$ cat src/rtl/exc_ctrl_if.sv
// Pipeline/CP0 bundle for the exception sequencer: request and ERET inputs on
// one side, CP0 write strobes and PC redirect on the other.
interface exc_ctrl_if #(
  parameter int NUM_IRQ = 6
);
  logic               if_adel;
  logic [31:0]        if_pc;
  logic               id_ri;
  logic               id_sys;
  logic               id_bp;
  logic [31:0]        id_pc;
  logic               ex_ov;
  logic [31:0]        ex_pc;
  logic               mem_adel;
  logic               mem_ades;
  logic [31:0]        mem_pc;
  logic [31:0]        mem_addr;
  logic [NUM_IRQ-1:0] irq;
  logic               status_ie;
  logic               status_exl;
  logic               eret;
  logic [31:0]        cp0_epc;

  logic               flush;
  logic               busy;
  logic               cp0_exc_we;
  logic [31:0]        cp0_epc_o;
  logic [4:0]         cp0_exccode;
  logic               cp0_bv_we;
  logic [31:0]        cp0_badvaddr;
  logic               cp0_set_exl;
  logic               cp0_clr_exl;
  logic               pc_redirect;
  logic [31:0]        pc_target;

  modport master (
    output if_adel, if_pc, id_ri, id_sys, id_bp, id_pc, ex_ov, ex_pc,
           mem_adel, mem_ades, mem_pc, mem_addr, irq, status_ie, status_exl,
           eret, cp0_epc,
    input  flush, busy, cp0_exc_we, cp0_epc_o, cp0_exccode, cp0_bv_we,
           cp0_badvaddr, cp0_set_exl, cp0_clr_exl, pc_redirect, pc_target
  );

  modport slave (
    input  if_adel, if_pc, id_ri, id_sys, id_bp, id_pc, ex_ov, ex_pc,
           mem_adel, mem_ades, mem_pc, mem_addr, irq, status_ie, status_exl,
           eret, cp0_epc,
    output flush, busy, cp0_exc_we, cp0_epc_o, cp0_exccode, cp0_bv_we,
           cp0_badvaddr, cp0_set_exl, cp0_clr_exl, pc_redirect, pc_target
  );
endinterface

$ cat src/rtl/exc_ctrl.sv
// Exception/ERET sequencer: priority select, flush -> commit -> redirect, ERET.
// Optional macro IRQ_SYNC_EN inserts a 2-flop synchroniser on the irq lines.
module exc_ctrl #(
  parameter logic [31:0] EXC_VECTOR   = 32'hBFC0_0380,
  parameter int          FLUSH_CYCLES = 2,
  parameter int          NUM_IRQ      = 6
) (
  input  logic     clk,
  input  logic     rst_n,
  exc_ctrl_if.slave bus
);

  typedef enum logic [2:0] {
    IDLE     = 3'd0,
    FLUSH    = 3'd1,
    COMMIT   = 3'd2,
    REDIRECT = 3'd3,
    ERET     = 3'd4
  } state_t;

  localparam logic [3:0] CNT_INIT = 4'(FLUSH_CYCLES - 1);

  state_t       state, state_nxt;
  logic [3:0]   cnt, cnt_nxt;

  logic [4:0]   code_q, code_nxt;
  logic [31:0]  epc_q, epc_nxt;
  logic [31:0]  bva_q, bva_nxt;
  logic         bv_q, bv_nxt;
  logic         exl_q, exl_nxt;

  logic [NUM_IRQ-1:0] irq_s;
  logic         irq_pend;
  logic         req;
  logic [4:0]   req_code;
  logic [31:0]  req_epc;
  logic         req_bv;
  logic [31:0]  req_bva;

  logic         flush_nxt, busy_nxt, exc_we_nxt, bv_we_nxt;
  logic         set_exl_nxt, clr_exl_nxt, redirect_nxt;
  logic [31:0]  epc_o_nxt, badvaddr_nxt, target_nxt;
  logic [4:0]   exccode_nxt;

`ifdef IRQ_SYNC_EN
  logic [NUM_IRQ-1:0] irq_meta;

  always_ff @(posedge clk or negedge rst_n) begin
    if (!rst_n) begin
      irq_meta <= '0;
      irq_s    <= '0;
    end else begin
      irq_meta <= bus.irq;
      irq_s    <= irq_meta;
    end
  end
`else
  assign irq_s = bus.irq;
`endif

  // Request priority: interrupt, then oldest pipeline stage first.
  always_comb begin
    irq_pend = (|irq_s) & bus.status_ie & ~bus.status_exl;
    req      = 1'b1;
    req_code = 5'd0;
    req_epc  = 32'd0;
    req_bv   = 1'b0;
    req_bva  = 32'd0;
    if (irq_pend) begin
      req_code = 5'd0;
      req_epc  = bus.mem_pc;
    end else if (bus.mem_adel) begin
      req_code = 5'd4;
      req_epc  = bus.mem_pc;
      req_bv   = 1'b1;
      req_bva  = bus.mem_addr;
    end else if (bus.mem_ades) begin
      req_code = 5'd5;
      req_epc  = bus.mem_pc;
      req_bv   = 1'b1;
      req_bva  = bus.mem_addr;
    end else if (bus.ex_ov) begin
      req_code = 5'd12;
      req_epc  = bus.ex_pc;
    end else if (bus.id_ri) begin
      req_code = 5'd10;
      req_epc  = bus.id_pc;
    end else if (bus.id_sys) begin
      req_code = 5'd8;
      req_epc  = bus.id_pc;
    end else if (bus.id_bp) begin
      req_code = 5'd9;
      req_epc  = bus.id_pc;
    end else if (bus.if_adel) begin
      req_code = 5'd4;
      req_epc  = bus.if_pc;
      req_bv   = 1'b1;
      req_bva  = bus.if_pc;
    end else begin
      req      = 1'b0;
    end
  end

  always_comb begin
    state_nxt = state;
    cnt_nxt   = cnt;
    code_nxt  = code_q;
    epc_nxt   = epc_q;
    bva_nxt   = bva_q;
    bv_nxt    = bv_q;
    exl_nxt   = exl_q;
    unique case (state)
      IDLE: begin
        if (req) begin
          state_nxt = FLUSH;
          cnt_nxt   = CNT_INIT;
          code_nxt  = req_code;
          epc_nxt   = req_epc;
          bva_nxt   = req_bva;
          bv_nxt    = req_bv;
          exl_nxt   = bus.status_exl;
        end else if (bus.eret) begin
          state_nxt = ERET;
        end
      end
      FLUSH: begin
        if (cnt == 4'd0) state_nxt = COMMIT;
        else             cnt_nxt   = cnt - 4'd1;
      end
      COMMIT:   state_nxt = REDIRECT;
      REDIRECT: state_nxt = IDLE;
      ERET:     state_nxt = IDLE;
      default:  state_nxt = IDLE;
    endcase

    // Outputs are decoded from the next state so they register with it.
    busy_nxt     = (state_nxt != IDLE);
    flush_nxt    = (state_nxt == FLUSH) || (state_nxt == COMMIT) || (state_nxt == ERET);
    exc_we_nxt   = (state_nxt == COMMIT);
    set_exl_nxt  = (state_nxt == COMMIT);
    bv_we_nxt    = (state_nxt == COMMIT) && bv_nxt;
    clr_exl_nxt  = (state_nxt == ERET);
    redirect_nxt = (state_nxt == REDIRECT) || (state_nxt == ERET);
    epc_o_nxt    = 32'd0;
    exccode_nxt  = 5'd0;
    badvaddr_nxt = 32'd0;
    target_nxt   = 32'd0;
    if (state_nxt == COMMIT) begin
      // Nested exception under EXL keeps the original EPC.
      epc_o_nxt   = exl_nxt ? bus.cp0_epc : epc_nxt;
      exccode_nxt = code_nxt;
      if (bv_nxt) badvaddr_nxt = bva_nxt;
    end
    if (state_nxt == REDIRECT) target_nxt = EXC_VECTOR;
    if (state_nxt == ERET)     target_nxt = bus.cp0_epc;
  end

  always_ff @(posedge clk or negedge rst_n) begin
    if (!rst_n) begin
      state            <= IDLE;
      cnt              <= 4'd0;
      code_q           <= 5'd0;
      epc_q            <= 32'd0;
      bva_q            <= 32'd0;
      bv_q             <= 1'b0;
      exl_q            <= 1'b0;
      bus.flush        <= 1'b0;
      bus.busy         <= 1'b0;
      bus.cp0_exc_we   <= 1'b0;
      bus.cp0_epc_o    <= 32'd0;
      bus.cp0_exccode  <= 5'd0;
      bus.cp0_bv_we    <= 1'b0;
      bus.cp0_badvaddr <= 32'd0;
      bus.cp0_set_exl  <= 1'b0;
      bus.cp0_clr_exl  <= 1'b0;
      bus.pc_redirect  <= 1'b0;
      bus.pc_target    <= 32'd0;
    end else begin
      state            <= state_nxt;
      cnt              <= cnt_nxt;
      code_q           <= code_nxt;
      epc_q            <= epc_nxt;
      bva_q            <= bva_nxt;
      bv_q             <= bv_nxt;
      exl_q            <= exl_nxt;
      bus.flush        <= flush_nxt;
      bus.busy         <= busy_nxt;
      bus.cp0_exc_we   <= exc_we_nxt;
      bus.cp0_epc_o    <= epc_o_nxt;
      bus.cp0_exccode  <= exccode_nxt;
      bus.cp0_bv_we    <= bv_we_nxt;
      bus.cp0_badvaddr <= badvaddr_nxt;
      bus.cp0_set_exl  <= set_exl_nxt;
      bus.cp0_clr_exl  <= clr_exl_nxt;
      bus.pc_redirect  <= redirect_nxt;
      bus.pc_target    <= target_nxt;
    end
  end

endmodule

$ cat src/flat_wrapper.sv
// flat-port wrapper written by rule: the top's interface ports become plain ports
module exc_ctrl_flat 
#(
  parameter logic [31:0] EXC_VECTOR   = 32'hBFC0_0380,
  parameter int          FLUSH_CYCLES = 2,
  parameter int          NUM_IRQ      = 6
)
  (clk, rst_n, bus_if_adel, bus_if_pc, bus_id_ri, bus_id_sys, bus_id_bp, bus_id_pc, bus_ex_ov, bus_ex_pc, bus_mem_adel, bus_mem_ades, bus_mem_pc, bus_mem_addr, bus_irq, bus_status_ie, bus_status_exl, bus_eret, bus_cp0_epc, bus_flush, bus_busy, bus_cp0_exc_we, bus_cp0_epc_o, bus_cp0_exccode, bus_cp0_bv_we, bus_cp0_badvaddr, bus_cp0_set_exl, bus_cp0_clr_exl, bus_pc_redirect, bus_pc_target);
  exc_ctrl_if #(.NUM_IRQ(NUM_IRQ)) bus_i ();
  input  logic clk;
  input  logic rst_n;
  input wire logic [$bits(bus_i.if_adel)-1:0] bus_if_adel;
  input wire logic [$bits(bus_i.if_pc)-1:0] bus_if_pc;
  input wire logic [$bits(bus_i.id_ri)-1:0] bus_id_ri;
  input wire logic [$bits(bus_i.id_sys)-1:0] bus_id_sys;
  input wire logic [$bits(bus_i.id_bp)-1:0] bus_id_bp;
  input wire logic [$bits(bus_i.id_pc)-1:0] bus_id_pc;
  input wire logic [$bits(bus_i.ex_ov)-1:0] bus_ex_ov;
  input wire logic [$bits(bus_i.ex_pc)-1:0] bus_ex_pc;
  input wire logic [$bits(bus_i.mem_adel)-1:0] bus_mem_adel;
  input wire logic [$bits(bus_i.mem_ades)-1:0] bus_mem_ades;
  input wire logic [$bits(bus_i.mem_pc)-1:0] bus_mem_pc;
  input wire logic [$bits(bus_i.mem_addr)-1:0] bus_mem_addr;
  input wire logic [$bits(bus_i.irq)-1:0] bus_irq;
  input wire logic [$bits(bus_i.status_ie)-1:0] bus_status_ie;
  input wire logic [$bits(bus_i.status_exl)-1:0] bus_status_exl;
  input wire logic [$bits(bus_i.eret)-1:0] bus_eret;
  input wire logic [$bits(bus_i.cp0_epc)-1:0] bus_cp0_epc;
  output wire logic [$bits(bus_i.flush)-1:0] bus_flush;
  output wire logic [$bits(bus_i.busy)-1:0] bus_busy;
  output wire logic [$bits(bus_i.cp0_exc_we)-1:0] bus_cp0_exc_we;
  output wire logic [$bits(bus_i.cp0_epc_o)-1:0] bus_cp0_epc_o;
  output wire logic [$bits(bus_i.cp0_exccode)-1:0] bus_cp0_exccode;
  output wire logic [$bits(bus_i.cp0_bv_we)-1:0] bus_cp0_bv_we;
  output wire logic [$bits(bus_i.cp0_badvaddr)-1:0] bus_cp0_badvaddr;
  output wire logic [$bits(bus_i.cp0_set_exl)-1:0] bus_cp0_set_exl;
  output wire logic [$bits(bus_i.cp0_clr_exl)-1:0] bus_cp0_clr_exl;
  output wire logic [$bits(bus_i.pc_redirect)-1:0] bus_pc_redirect;
  output wire logic [$bits(bus_i.pc_target)-1:0] bus_pc_target;
  assign bus_i.if_adel = bus_if_adel;
  assign bus_i.if_pc = bus_if_pc;
  assign bus_i.id_ri = bus_id_ri;
  assign bus_i.id_sys = bus_id_sys;
  assign bus_i.id_bp = bus_id_bp;
  assign bus_i.id_pc = bus_id_pc;
  assign bus_i.ex_ov = bus_ex_ov;
  assign bus_i.ex_pc = bus_ex_pc;
  assign bus_i.mem_adel = bus_mem_adel;
  assign bus_i.mem_ades = bus_mem_ades;
  assign bus_i.mem_pc = bus_mem_pc;
  assign bus_i.mem_addr = bus_mem_addr;
  assign bus_i.irq = bus_irq;
  assign bus_i.status_ie = bus_status_ie;
  assign bus_i.status_exl = bus_status_exl;
  assign bus_i.eret = bus_eret;
  assign bus_i.cp0_epc = bus_cp0_epc;
  assign bus_flush = bus_i.flush;
  assign bus_busy = bus_i.busy;
  assign bus_cp0_exc_we = bus_i.cp0_exc_we;
  assign bus_cp0_epc_o = bus_i.cp0_epc_o;
  assign bus_cp0_exccode = bus_i.cp0_exccode;
  assign bus_cp0_bv_we = bus_i.cp0_bv_we;
  assign bus_cp0_badvaddr = bus_i.cp0_badvaddr;
  assign bus_cp0_set_exl = bus_i.cp0_set_exl;
  assign bus_cp0_clr_exl = bus_i.cp0_clr_exl;
  assign bus_pc_redirect = bus_i.pc_redirect;
  assign bus_pc_target = bus_i.pc_target;
  exc_ctrl #(.EXC_VECTOR(EXC_VECTOR), .FLUSH_CYCLES(FLUSH_CYCLES), .NUM_IRQ(NUM_IRQ)) u_core (.clk(clk), .rst_n(rst_n), .bus(bus_i));
endmodule
$ cat config.mk
export PLATFORM = sky130hd
export DESIGN_NAME = exc_ctrl_flat
export DESIGN_NICKNAME = d
export VERILOG_FILES = /design/src/rtl/exc_ctrl_if.sv /design/src/rtl/exc_ctrl.sv /design/src/flat_wrapper.sv
export SDC_FILE = /design/constraint.sdc
export NUM_CORES = 1
export LEC_CHECK = 0
export BUFFER_PORTS_ARGS = -buffer_cell sky130_fd_sc_hd__clkbuf_2
export CAP_MARGIN = 15
export CORE_MARGIN = 1.5
export CORE_UTILIZATION = 45
export DETAILED_ROUTE_END_ITERATION = 8
export GPL_TIMING_DRIVEN = 1
export PLACE_DENSITY = 0.73
export SLEW_MARGIN = 20
export SYNTH_ARGS = -nofsm -noshare
export SYNTH_HDL_FRONTEND = slang
export SYNTH_SLANG_ARGS = --single-unit
$ cat constraint.sdc
create_clock -name clk -period 4.8 [get_ports clk]
set_clock_uncertainty 0.05 [all_clocks]
set_input_delay 0.48 -clock clk [delete_from_list [all_inputs] [get_ports clk]]
set_output_delay 0.48 -clock clk [all_outputs]
set_load 0.005 [all_outputs]
# [After elaboration in Yosys (flattened, before gate mapping)]
# Cells that the tools add are included.
[classes] div_mod_pow=0 order_cmp=0 muxes=62 reduce_logical=10 n_mul=0 bitwise=3 shift=0 n_eq_ne=8 addsub=1
[op_table] op="$mux 32" count=25
[op_table] op="$mux 5" count=10
[op_table] op="$mux 1" count=19
[op_table] op="$mux 3" count=4
[op_table] op="$eq 3x2->1 const B" count=3
[op_table] op="$pmux 3 s3" count=1
[op_table] op="$mux 4" count=2
[op_table] op="$pmux 4 s2" count=1
[op_table] op="$eq 3x1->1 const B" count=2
[op_table] op="$reduce_or 6->1" count=1
[op_table] op="$logic_not 4->1" count=1
[op_table] op="$sub 4x1->4 const B" count=1
[op_table] op="$eq 3x3->1 const B" count=1
[op_table] op="$logic_not 3->1" count=1
[op_table] op="$logic_or 1x1->1" count=3
[op_table] op="$reduce_and 3->1" count=1
[op_table] op="$reduce_bool 3->1" count=1
[op_table] op="$and 1x1->1" count=2
[op_table] op="$ne 2x1->1 const B" count=1
[op_table] op="$ne 2x2->1 const B" count=1
[op_table] op="$reduce_bool 2->1" count=1
[op_table] op="$logic_and 1x1->1" count=1
[op_table] op="$not 1->1" count=1
[totals] latchBits=0 regBits=185 out_inout_bits=108 ram_bits=0 inputBits=210 word_cells=101 mem_bits_ro=0 memories=0

# [Longest topological paths before layout]
# Gate-level depths: netlist (run 1).
[logic_depth] ltp_word=13 ltp_mapped=8 ltp_nobuf=6

# [Worst setup path before layout (run 1)]
# Ideal clock, no wire load.
[synth_path] path_type="reg-to-reg" start="register u_core.state[2]" end="register u_core.exl_q" n_path_buf=1 period_less_slack_ns=1.925 slack_ns=2.875 setup_time_ns=0.128 stages_incl_launch_ff=6 arrival_time_ns=1.747 t_required_ns=4.622 cell_sequence="dfrtp_1 > or3_1 > buf_6 > a211oi_4 > nor2_4 > mux2_1"
[synth_between] elab_chain_len=2
[synth_rtl] element="start: declaration" line_no="exc_ctrl.sv:23" text="state_t state, state_nxt;"
[synth_rtl] element="start signal: assignment" line_no="exc_ctrl.sv:179" text="state <= state_nxt;"
[synth_rtl] element="$logic_not 3->1" line_no="exc_ctrl.sv:112" text="unique case (state)"
[synth_rtl] element="$mux 1" line_no="exc_ctrl.sv:112"
[synth_rtl] element="named net u_core.exl_nxt" line_no="exc_ctrl.sv:30" text="logic exl_q, exl_nxt;"
[synth_rtl] element="end signal: assignment" line_no="exc_ctrl.sv:185" text="exl_q <= exl_nxt;"
[synth_rtl] element="end: declaration" line_no="exc_ctrl.sv:30"
# The timed path passes the listed nets, and every way through them passes these cells.
# A chain may end at the register's enable or synchronous reset.

# [Final worst setup path (run 1)]
[layout_path] start="register u_core.state[0]" end="register u_core.exl_q"
# Same word-level chain as after synthesis.

==> results of run 1 <==
[flip-flops by register name (all words and copies together), names as in the netlist, 3 cells and up]
name,flops
u_core.bus.cp0_badvaddr,32
u_core.bus.cp0_epc_o,32
u_core.bus.pc_target,32
u_core.bva_q,32
u_core.epc_q,32
u_core.bus.cp0_exccode,5
u_core.code_q,5
u_core.cnt,4
u_core.state,3
[final cells by class]
class,instances,area share (%)
Tap cell,225,2.746
Multi-Input combinational cell,460,29.18
Antenna cell,2,0.04882
Clock inverter,13,1.721
Inverter,4,0.1464
Clock buffer,19,4.418
Timing Repair Buffer,331,16.59
Sequential cell,185,45.16
[logic make-up (layout without fill, tap and decap cells)]
kind of cell,Yosys count,in the layout
AOI/OAI and AO/OA,254,254
DFF,185,185
and+or+nand+nor,200,200
other,0,2
adders and majority gates,2,2
xor gates and xnor gates,3,3
muxes,1,1
buffers and inverters,66,367
[cells in the final DEF (no fill, tap or decap), types with 32 or more instances in the layout]
master,n
clkbuf_2,316
and2_1,54
a31oi_1,33
a22oi_1,32
a21oi_1,33
nand2_1,35
o21ai_0,34
o2bb2ai_1,64
nor3_1,37
o211ai_1,32
dfrtp_1,185
nor2_1,40
[critical path: cells and delay by family, from the launching register on]
family	cells	cell delay, ns
and+or+nand+nor	2	1.22
DFF	1	0.49
muxes	1	0.38
buffers and inverters	1	0.29
AOI/OAI and AO/OA	1	0.04
[layer usage]
metal / wire (µm) / vias to the layer above / GRT usage [%] / share of wire (%)
met1: 10650 / 3395 / 37.00 / 44
met2: 11070 / 327 / 40.11 / 46
met3: 1605 / 58 / 5.200 / 6.6
met5: 0 / - / 0 / 0
li1: - / 3181 / - / -
met4: 866 / 0 / 10.99 / 3.6
[worst max path at each step]
stage / start / endpoint / slack (ns) / cells past startpoint
final: u_core.state[0] / u_core.exl_q / 2.20 / 5
after global routing: u_core.state[0] / u_core.exl_q / 2.06 / 5
after floorplan: bus_irq[1] / u_core.bus.pc_target[0] / 2.88 / 5
after CTS: u_core.state[0] / u_core.exl_q / 2.18 / 5
after global placement: bus_id_bp / u_core.exl_q / 1.82 / 7
after detailed placement: bus_id_bp / u_core.exl_q / 1.79 / 7
[power by group through the flow]
stage	clock, µW	combinational, µW	sequential, µW
2_1_floorplan	0	987	2170
3_3_place_gp	0	1520	2190
3_5_place_dp	0	1550	2190
4_1_cts	1510	1560	2170
5_1_grt	1580	1720	2220
6_report	1490	1560	2180
[metrics by stage]
stage	instance area, µm²	std cells	utilization (%)	total power (µW)
final	10250	1239	59.69	5221
after global routing	10250	1239	59.69	5518
after CTS	10250	1237	59.65	5244
after detailed placement	9617	1205	55.99	3747
after global placement	9617	1205	55.99	3708
after floorplan	7873	711	-	3154
==> results.py, run 1 <==
metrics = {
    "worst_setup_path": {
        "reg2reg_from": "u_core.state[0]",
        "cp_slowest_stage_delay_ns": 0.74,
        "reg2reg_depth": 5,
        "crit_path_max_fanout": 37,
        "critical_path_required_ns": 5.05,
        "critPathArrivalTime_ns": 2.85,
        "r2r_slack_ns": 2.20,
        "slowest_stage": "nor2_4",
        "path_class": "flip-flop to flip-flop",
        "path_cells": "or3_1, a211oi_4, buf_4, nor2_4, mux2_1",
        "worstReg2RegEnd": "u_core.exl_q",
        "crit_path_end_kind": "flip-flop",
        "cp-start-kind": "flip-flop",
    },
    "synth": {
        "muxShareOfSynthArea_pct": 0.1430,
        "ys.flop_type": "dfrtp_1",
        "synthSimpleGateAreaFrac_pct": 13.78,
        "synth_edf_count": 0,
        "yosysWarnings": 0,
        "yosys.cell_count.top_type": "dfrtp_1",
        "synth_top_family_by_area": "compound AO/OA/AOI/OAI gates",
        "yosysTopAreaCell": "dfrtp_1",
        "ys_seq_area_share_pct": 58.80,
        "synth.distinct_cells": 47,
        "synth-seq-cells": 185,
        "synthesis.area_um2": 7873,
        "synthCells": 711,
        "synthTopCellsByCount": "dfrtp_1, o2bb2ai_1, and2_1, nor2_1, clkbuf_1",
        "synth_top_area_share_pct": 58.80,
        "syn_avg_cell_area_um2": 11.07,
        "synth_compound_area_share_pct": 22.81,
        "syn_nets": 923,
        "synthArstFlopShare_pct": 100.0,
        "synthAdderAreaFrac_pct": 0.3179,
        "synth_top_cells_by_area": "dfrtp_1, o2bb2ai_1, and2_1, a22oi_1, o211ai_1",
        "synth-xor-area-share_pct": 0.3338,
    },
    "clock_tree": {
        "h-tree-depth": 4,
        "cts_setup_buffers": 0,
        "clk_path_buf_depth": 2,
        "cts_inserted_buffers": 17,
        "root_buffer": "clkbuf_16",
        "clkSinkCount": 185,
        "clock_latency_ns": 0.42,
        "cts-hold-fix-buffers": 0,
        "cts_tree": "yes",
        "path_clk_slew_ns": 0.07,
        "cts_resized": 0,
    },
    "sta": {
        "maxSlewHeadroom_pct": 28.38,
        "report.final.slew_viol_count": 0,
        "rsz0062_at_grt": "false",
        "hold_slack_ns": 0.1020,
        "timing.final.crit_share_pct": 54.23,
        "final-setup-viol-count": 0,
        "setup_tns_ns": 0,
        "clock.fmax_mhz": 384.2,
        "fin_crit_ns": 2.603,
        "tightest_slew_ns": 1.074,
        "hold_viol_final": 0,
        "fin_ws_ns": 2.197,
    },
    "grt": {
        "antenna_found_initial": 2,
        "overflow": 0,
        "grt_max_degree": 108,
        "grt_use_total_pct": 26.35,
        "grt_pass1_wl_mm": 36.71,
        "grt_pass1_vias": 6706,
    },
    "final_layout": {
        "multiInputGateArea_um2": 2992,
        "num-fill-cells": 1500,
        "areaGrowthSynthToFinish_pct": 30.23,
        "drive_above_1_share_pct": 37.55,
        "final_nets": 1211,
        "regArea_um2": 4629,
    },
    "placement": {
        "post-place-ws_ns": 1.791,
        "port_buffers": 317,
        "post-dp-hpwl_mm": 17.51,
        "gp_congestion": 0.9516,
    },
    "worst_hold_path": {
        "hold_class": "primary input to async pin",
    },
    "power_and_ir_drop": {
        "p_switching_uw": 1767,
        "clockPowerShare_pct": 28.5,
        "p_comb_share_pct": 29.8,
        "ir_drop_uv": 310.5,
        "pwr-share-seq_pct": 41.7,
        "switching_share_pct": 33.84,
        "power_density_nw_per_um2": 509.3,
        "p_int_uw": 3454,
        "cellLeakagePower_uw": 0.005204,
    },
    "drt": {
        "wl_per_cell_um": 19.53,
        "vias_per_cell": 5.618,
        "vias": 6961,
        "route.detailed.drc": 0,
        "first_iter_violations": 406,
        "drt.antenna.violating_nets": 0,
        "routed_wl_mm": 24.20,
        "firstDrtPassIters": 9,
    },
    "floorplan": {
        "rows": 48,
        "start_util_pct": 45.83,
        "core_region_area_um2": 17180,
        "die_w_um": 135.3,
        "die_area_um2": 18300,
        "chipHeight_um": 135.3,
        "ios": 318,
    },
    "outcome": {
        "outcome": "finished clean",
    },
    "flow_run": {
        "maxCapViolations": 0,
    },
}
No activity file was read; power rests on OpenSTA's default activity.
==> run 2, diff against run 1 <==
CORE_UTILIZATION = 44   (was 45)
PLACE_DENSITY = 0.75   (was 0.73)
clock period = 2.3 ns   (was 4.8 ns; I/O delays follow)
==> results.py, run 2 (synthesis results as in run 1) <==
metrics = {
    "placement": {
        "post-dp-hpwl_mm": 18.04,
        "postPlaceCellArea_um2": 9844,
        "port_buffers": 317,
        "gp_congestion": 0.9521,
    },
    "sta": {
        "report.final.slew_viol_count": 0,
        "tightest_slew_ns": 1.056,
        "maxSlewHeadroom_pct": 29.63,
        "setup_tns_ns": 0,
        "fin_crit_ns": 2.256,
        "timing.final.crit_share_pct": 98.07,
        "clock.fmax_mhz": 443.3,
        "final-setup-viol-count": 0,
        "hold_slack_ns": 0.01670,
        "hold_viol_final": 0,
    },
    "final_layout": {
        "final_common_cell": "clkbuf_2",
        "fin_area_um2": 11030,
        "mostFrequentLayoutCells": "clkbuf_2, dfrtp_1, o2bb2ai_1",
        "drive_above_1_share_pct": 36.65,
        "final_nets": 1285,
        "areaGrowthSynthToFinish_pct": 40.13,
        "final_core_util_pct": 63.34,
        "num-fill-cells": 1449,
    },
    "worst_setup_path": {
        "path_class": "flip-flop to flip-flop",
        "crit_family": "simple AND/OR/NAND/NOR gates",
        "reg2reg_from": "u_core.state[2]",
        "cp.buffers_inverters": 2,
        "path_cells": "or3_1, buf_4, a211oi_4, buf_6, nor3_1, a21oi_1",
        "worstReg2RegEnd": "u_core.bus.cp0_epc_o[12]",
        "crit_path_end_kind": "flip-flop",
        "reg2reg_depth": 6,
        "crit_path_max_fanout": 24,
        "critPathArrivalTime_ns": 2.52,
        "cp_slowest_stage_delay_ns": 0.49,
        "r2r_slack_ns": 0.04,
        "critical_path_required_ns": 2.57,
        "critPathLaunch": "u_core.state[2]",
        "slowest_stage": "or3_1",
        "cp-start-kind": "flip-flop",
    },
    "power_and_ir_drop": {
        "power_density_nw_per_um2": 1006,
        "cellLeakagePower_uw": 0.005546,
        "total_power_uw": 11100,
        "ir_drop_uv": 555.8,
    },
    "drt": {
        "firstDrtPassIters": 5,
        "vias_per_cell": 5.593,
        "routed_wl_mm": 25.81,
        "first_iter_violations": 547,
        "wl_per_cell_um": 19.64,
        "route.detailed.drc": 0,
        "vias": 7349,
        "drt.antenna.violating_nets": 0,
    },
    "worst_hold_path": {
        "hp-start": "bus_cp0_epc[8]",
        "min_path_cells": 2,
        "hold_class": "primary input to flip-flop",
        "min_to": "u_core.bus.pc_target[8]",
    },
    "floorplan": {
        "core_region_area_um2": 17420,
        "chipHeight_um": 136.8,
        "die_area_um2": 18700,
        "ios": 318,
        "start_util_pct": 45.20,
        "die_w_um": 136.8,
        "rows": 48,
    },
    "outcome": {
        "outcome": "finished clean",
    },
    "grt": {
        "antenna_found_initial": 3,
        "grt_use_total_pct": 28.11,
        "overflow": 0,
        "grt_pass1_wl_mm": 39.57,
        "grt_pass1_vias": 7252,
        "grt_max_degree": 65,
    },
    "clock_tree": {
        "cts_inserted_buffers": 17,
        "root_buffer": "clkbuf_16",
        "clkSinkCount": 185,
        "h-tree-depth": 4,
        "path_clk_slew_ns": 0.08,
        "clock_latency_ns": 0.42,
        "cts_tree": "yes",
        "clk_path_buf_depth": 2,
    },
    "flow_run": {
        "maxCapViolations": 0,
    },
}
## run 2: how the worst max path moves through the flow
| stage | cells past startpoint | slack (ns) | end |
|---|---|---|---|
| floorplan | 5 | 0.38 | u_core.exl_q |
| global placement | 5 | 0.05 | u_core.code_q[4] |
| detailed placement | 5 | 0.01 | u_core.bva_q[7] |
| CTS | 6 | 0.1 | u_core.epc_q[6] |
| global route | 6 | -0.03 | u_core.bus.cp0_epc_o[12] |
| finish | 6 | 0.04 | u_core.bus.cp0_epc_o[12] |
## run 2: what timing repair did
action                                 CTS  global route
endpoints found under the hold margin  105             0
setup endpoints to repair                1             1
gates resized for setup                  0             1
pin swaps                                0             0
buffers inserted                         0             0
gates cloned                             1             0
hold buffers                            56             0
## run 2: per-stage QoR
step | worst slack [ns] | cells
finish | 0.04432 | 1314
global route | -0.02703 | 1313
CTS | 0.09636 | 1311
floorplan | 0.3752 | 711
global placement | 0.04727 | 1222
detailed placement | 0.01231 | 1222
## run 2: routing by layer
| metal | wire length (µm) | global-route usage, % |
|---|---|---|
| met1 | 10690 | 38.10 |
| met4 | 799 | 12.94 |
| met2 | 12290 | 42.55 |
| met5 | 13 | 0 |
| met3 | 2014 | 7.000 |
## run 2: cell type report
| cell class | instances | area [µm²] | share of cell area, % |
|---|---|---|---|
| tap | 225 | 281.5 | 2.552 |
| clock buffer | 17 | 425.4 | 3.856 |
| clock inverter | 15 | 176.4 | 1.599 |
| sequential | 185 | 4629 | 41.96 |
| timing repair buffer | 404 | 2492 | 22.59 |
| multi-input combinational | 461 | 3004 | 27.23 |
| inverter | 4 | 15.01 | 0.1361 |
| antenna | 3 | 7.507 | 0.06805 |
## run 2: power breakdown
| group | switching [µW] | internal (µW) | total [µW] | leakage (µW) |
|---|---|---|---|---|
| logic | 2140 | 1490 | 3630 | 0.00284 |
| registers | 343 | 4160 | 4500 | 0.00242 |
| clock network | 1400 | 1570 | 2970 | 0.000291 |
| total | 3890 | 7220 | 11100 | 0.00555 |
==> run 3, diff against run 2 <==
ABC_AREA = 1   (was unset)
CORE_UTILIZATION = 45   (was 44)
PLACE_DENSITY = 0.74   (was 0.75)
==> results.py, run 3 <==
metrics = {
    "grt": {
        "grt_use_total_pct": 28.97,
        "overflow": 0,
        "antenna_found_initial": 0,
        "grt_max_degree": 69,
        "grt_pass1_wl_mm": 47.69,
        "grt_pass1_vias": 8993,
    },
    "drt": {
        "vias": 9178,
        "wl_met2_mm": 14.23,
        "route.detailed.drc": 0,
        "drt.antenna.violating_nets": 0,
        "firstDrtPassIters": 6,
        "wl_met1_mm": 12.82,
        "routed_wl_mm": 30.46,
        "wl_per_cell_um": 16.75,
        "first_iter_violations": 680,
        "wl_met3_mm": 2.281,
        "vias_per_cell": 5.046,
        "highest_layer": "met4",
    },
    "flow_run": {
        "maxCapViolations": 0,
    },
    "placement": {
        "post-dp-hpwl_mm": 22.00,
        "port_buffers": 317,
        "postPlaceCellArea_um2": 11150,
        "post-place-ws_ns": 0.3655,
        "gp_congestion": 0.8719,
    },
    "clock_tree": {
        "path_clk_slew_ns": 0.08,
        "clock_latency_ns": 0.42,
        "clk_path_buf_depth": 2,
        "h-tree-depth": 4,
        "cts_resized": 0,
        "cts_inserted_buffers": 17,
        "clkSinkCount": 185,
        "root_buffer": "clkbuf_16",
        "cts_tree": "yes",
    },
    "worst_setup_path": {
        "crit_path_end_kind": "flip-flop",
        "cp-start-kind": "flip-flop",
        "crit_path_max_fanout": 33,
        "critical_path_required_ns": 2.60,
        "cp.buffers_inverters": 2,
        "cpMostUsedCell": "nand2_1",
        "path_class": "flip-flop to flip-flop",
        "cp_slowest_stage_delay_ns": 0.41,
        "critPathArrivalTime_ns": 2.23,
        "path_cells": "nor3_2, nand2_4, nand2_1, nand2_1, inv_1, buf_4, nand2_1, a21oi_1",
        "crit_family": "simple AND/OR/NAND/NOR gates",
        "slowest_stage": "dfrtp_1",
    },
    "final_layout": {
        "antenna_cells": 0,
        "final_common_cell": "nand2_1",
        "multiInputGateArea_um2": 3844,
        "num-fill-cells": 1811,
        "mostFrequentLayoutCells": "nand2_1, clkbuf_2, dfrtp_1",
        "fin_area_um2": 12060,
        "regArea_um2": 4629,
        "drive_above_1_share_pct": 29.57,
        "final_nets": 1749,
        "areaGrowthSynthToFinish_pct": 30.57,
        "final_core_util_pct": 59.78,
    },
    "sta": {
        "final-setup-viol-count": 0,
        "report.final.slew_viol_count": 0,
        "clock.fmax_mhz": 517.1,
        "fin_crit_ns": 1.934,
        "hold_viol_final": 0,
        "setup_tns_ns": 0,
        "tightest_slew_ns": 0.5996,
        "fin_ws_ns": 0.3663,
        "rsz0062_at_grt": "false",
        "timing.final.crit_share_pct": 84.08,
        "maxSlewHeadroom_pct": 60.03,
    },
    "synth": {
        "yosysWarnings": 0,
        "yosysTopAreaCell": "dfrtp_1",
        "synth.distinct_cells": 31,
        "synthesis.area_um2": 9234,
        "synth_edf_count": 0,
        "syn_avg_cell_area_um2": 7.612,
        "synthTopCellsByCount": "nand2_1, dfrtp_1, nor2_1, inv_1, nand3_1",
        "syn_nets": 1425,
        "synth-seq-cells": 185,
        "synth_top_area_share_pct": 50.14,
        "ys_seq_area_share_pct": 50.14,
        "yosys.cell_count.top_type": "nand2_1",
        "synth_top_cells_by_area": "dfrtp_1, nand2_1, nor2_1, inv_1, or2_2",
        "synthArstFlopShare_pct": 100.0,
        "ys.flop_type": "dfrtp_1",
        "synthCells": 1213,
    },
    "floorplan": {
        "chipHeight_um": 146.2,
        "start_util_pct": 45.78,
        "die_w_um": 146.2,
        "rows": 52,
        "core_region_area_um2": 20170,
        "ios": 318,
        "die_area_um2": 21390,
    },
    "power_and_ir_drop": {
        "total_power_uw": 11700,
        "ir_drop_uv": 532.8,
        "power_density_nw_per_um2": 970.2,
        "cellLeakagePower_uw": 0.006822,
    },
    "worst_hold_path": {
        "hold_class": "primary input to flip-flop",
    },
    "outcome": {
        "outcome": "finished clean",
    },
}
[run 3: path summary, 6_finish.rpt]
path                             startpoint                           to  slack [ns]  cells past startpoint
setup / recovery            u_core.state[2]     u_core.bus.cp0_epc_o[18]        0.37                      8
hold / removal              bus_cp0_epc[31]     u_core.bus.cp0_epc_o[31]        0.03                      3
setup reg to reg            u_core.state[2]     u_core.bus.cp0_epc_o[18]        0.37                      8
hold reg to reg            u_core.bva_q[31]             u_core.bva_q[31]        0.43                      2
max in group asynchronous             rst_n             u_core.epc_q[13]        1.21                      3
min in group asynchronous             rst_n  u_core.bus.cp0_badvaddr[31]        0.31                      2
[run 3: where the power goes]
group	internal (µW)	switching, µW
Clock	1560	1330
Combinational	1520	2810
Sequential	4180	291
Total	7270	4430
[run 3: cells by family (layout without fill, tap and decap cells)]
| logic type | count (synthesis) | after routing | synth area share [%] |
|---|---|---|---|
| and+or+nand+nor | 652 | 652 | 29.92 |
| buffers and inverters | 190 | 526 | 8.347 |
| DFF | 185 | 185 | 50.14 |
| AOI/OAI and AO/OA | 182 | 182 | 11.14 |
| adders and majority gates | 2 | 2 | 0.2710 |
| xor gates and xnor gates | 2 | 2 | 0.1897 |
[run 3: worst reg2reg max path: cells and delay by family (launching register included)]
family | cells | cell delay (ns)
AOI/OAI and AO/OA | 1 | 0.20
buffers and inverters | 2 | 0.40
and+or+nand+nor | 5 | 0.79
DFF | 1 | 0.41
[run 3: area by class of cell]
cell class | instances | area share, %
clock buffers | 20 | 3.705
clock inverters | 11 | 1.131
inverters | 113 | 3.518
multi-input cells | 838 | 31.88
flip-flops and latches | 185 | 38.40
well taps | 270 | 2.802
repair buffers | 382 | 18.57
[run 3: through the flow]
| step | instances | hold slack [ns] |
|---|---|---|
| global placement | 1756 | 0.2230 |
| floorplan | 1213 | -0.1156 |
| finish | 1819 | 0.02907 |
| detailed placement | 1756 | 0.2234 |
| global route | 1819 | 0.006417 |
| CTS | 1819 | 0.001151 |
[run 3: routing by layer]
metal	vias up	track usage (%)
met2	461	46.16
li1	4406	-
met3	65	5.813
met5	-	0
met4	0	12.93
met1	4246	38.36
[run 3: repair_timing]
action                                  CTS  global route
hold buffers                             32             0
endpoints found under the hold margin   117             0
buffers inserted                          0             0
endpoints found under the setup margin    0             0
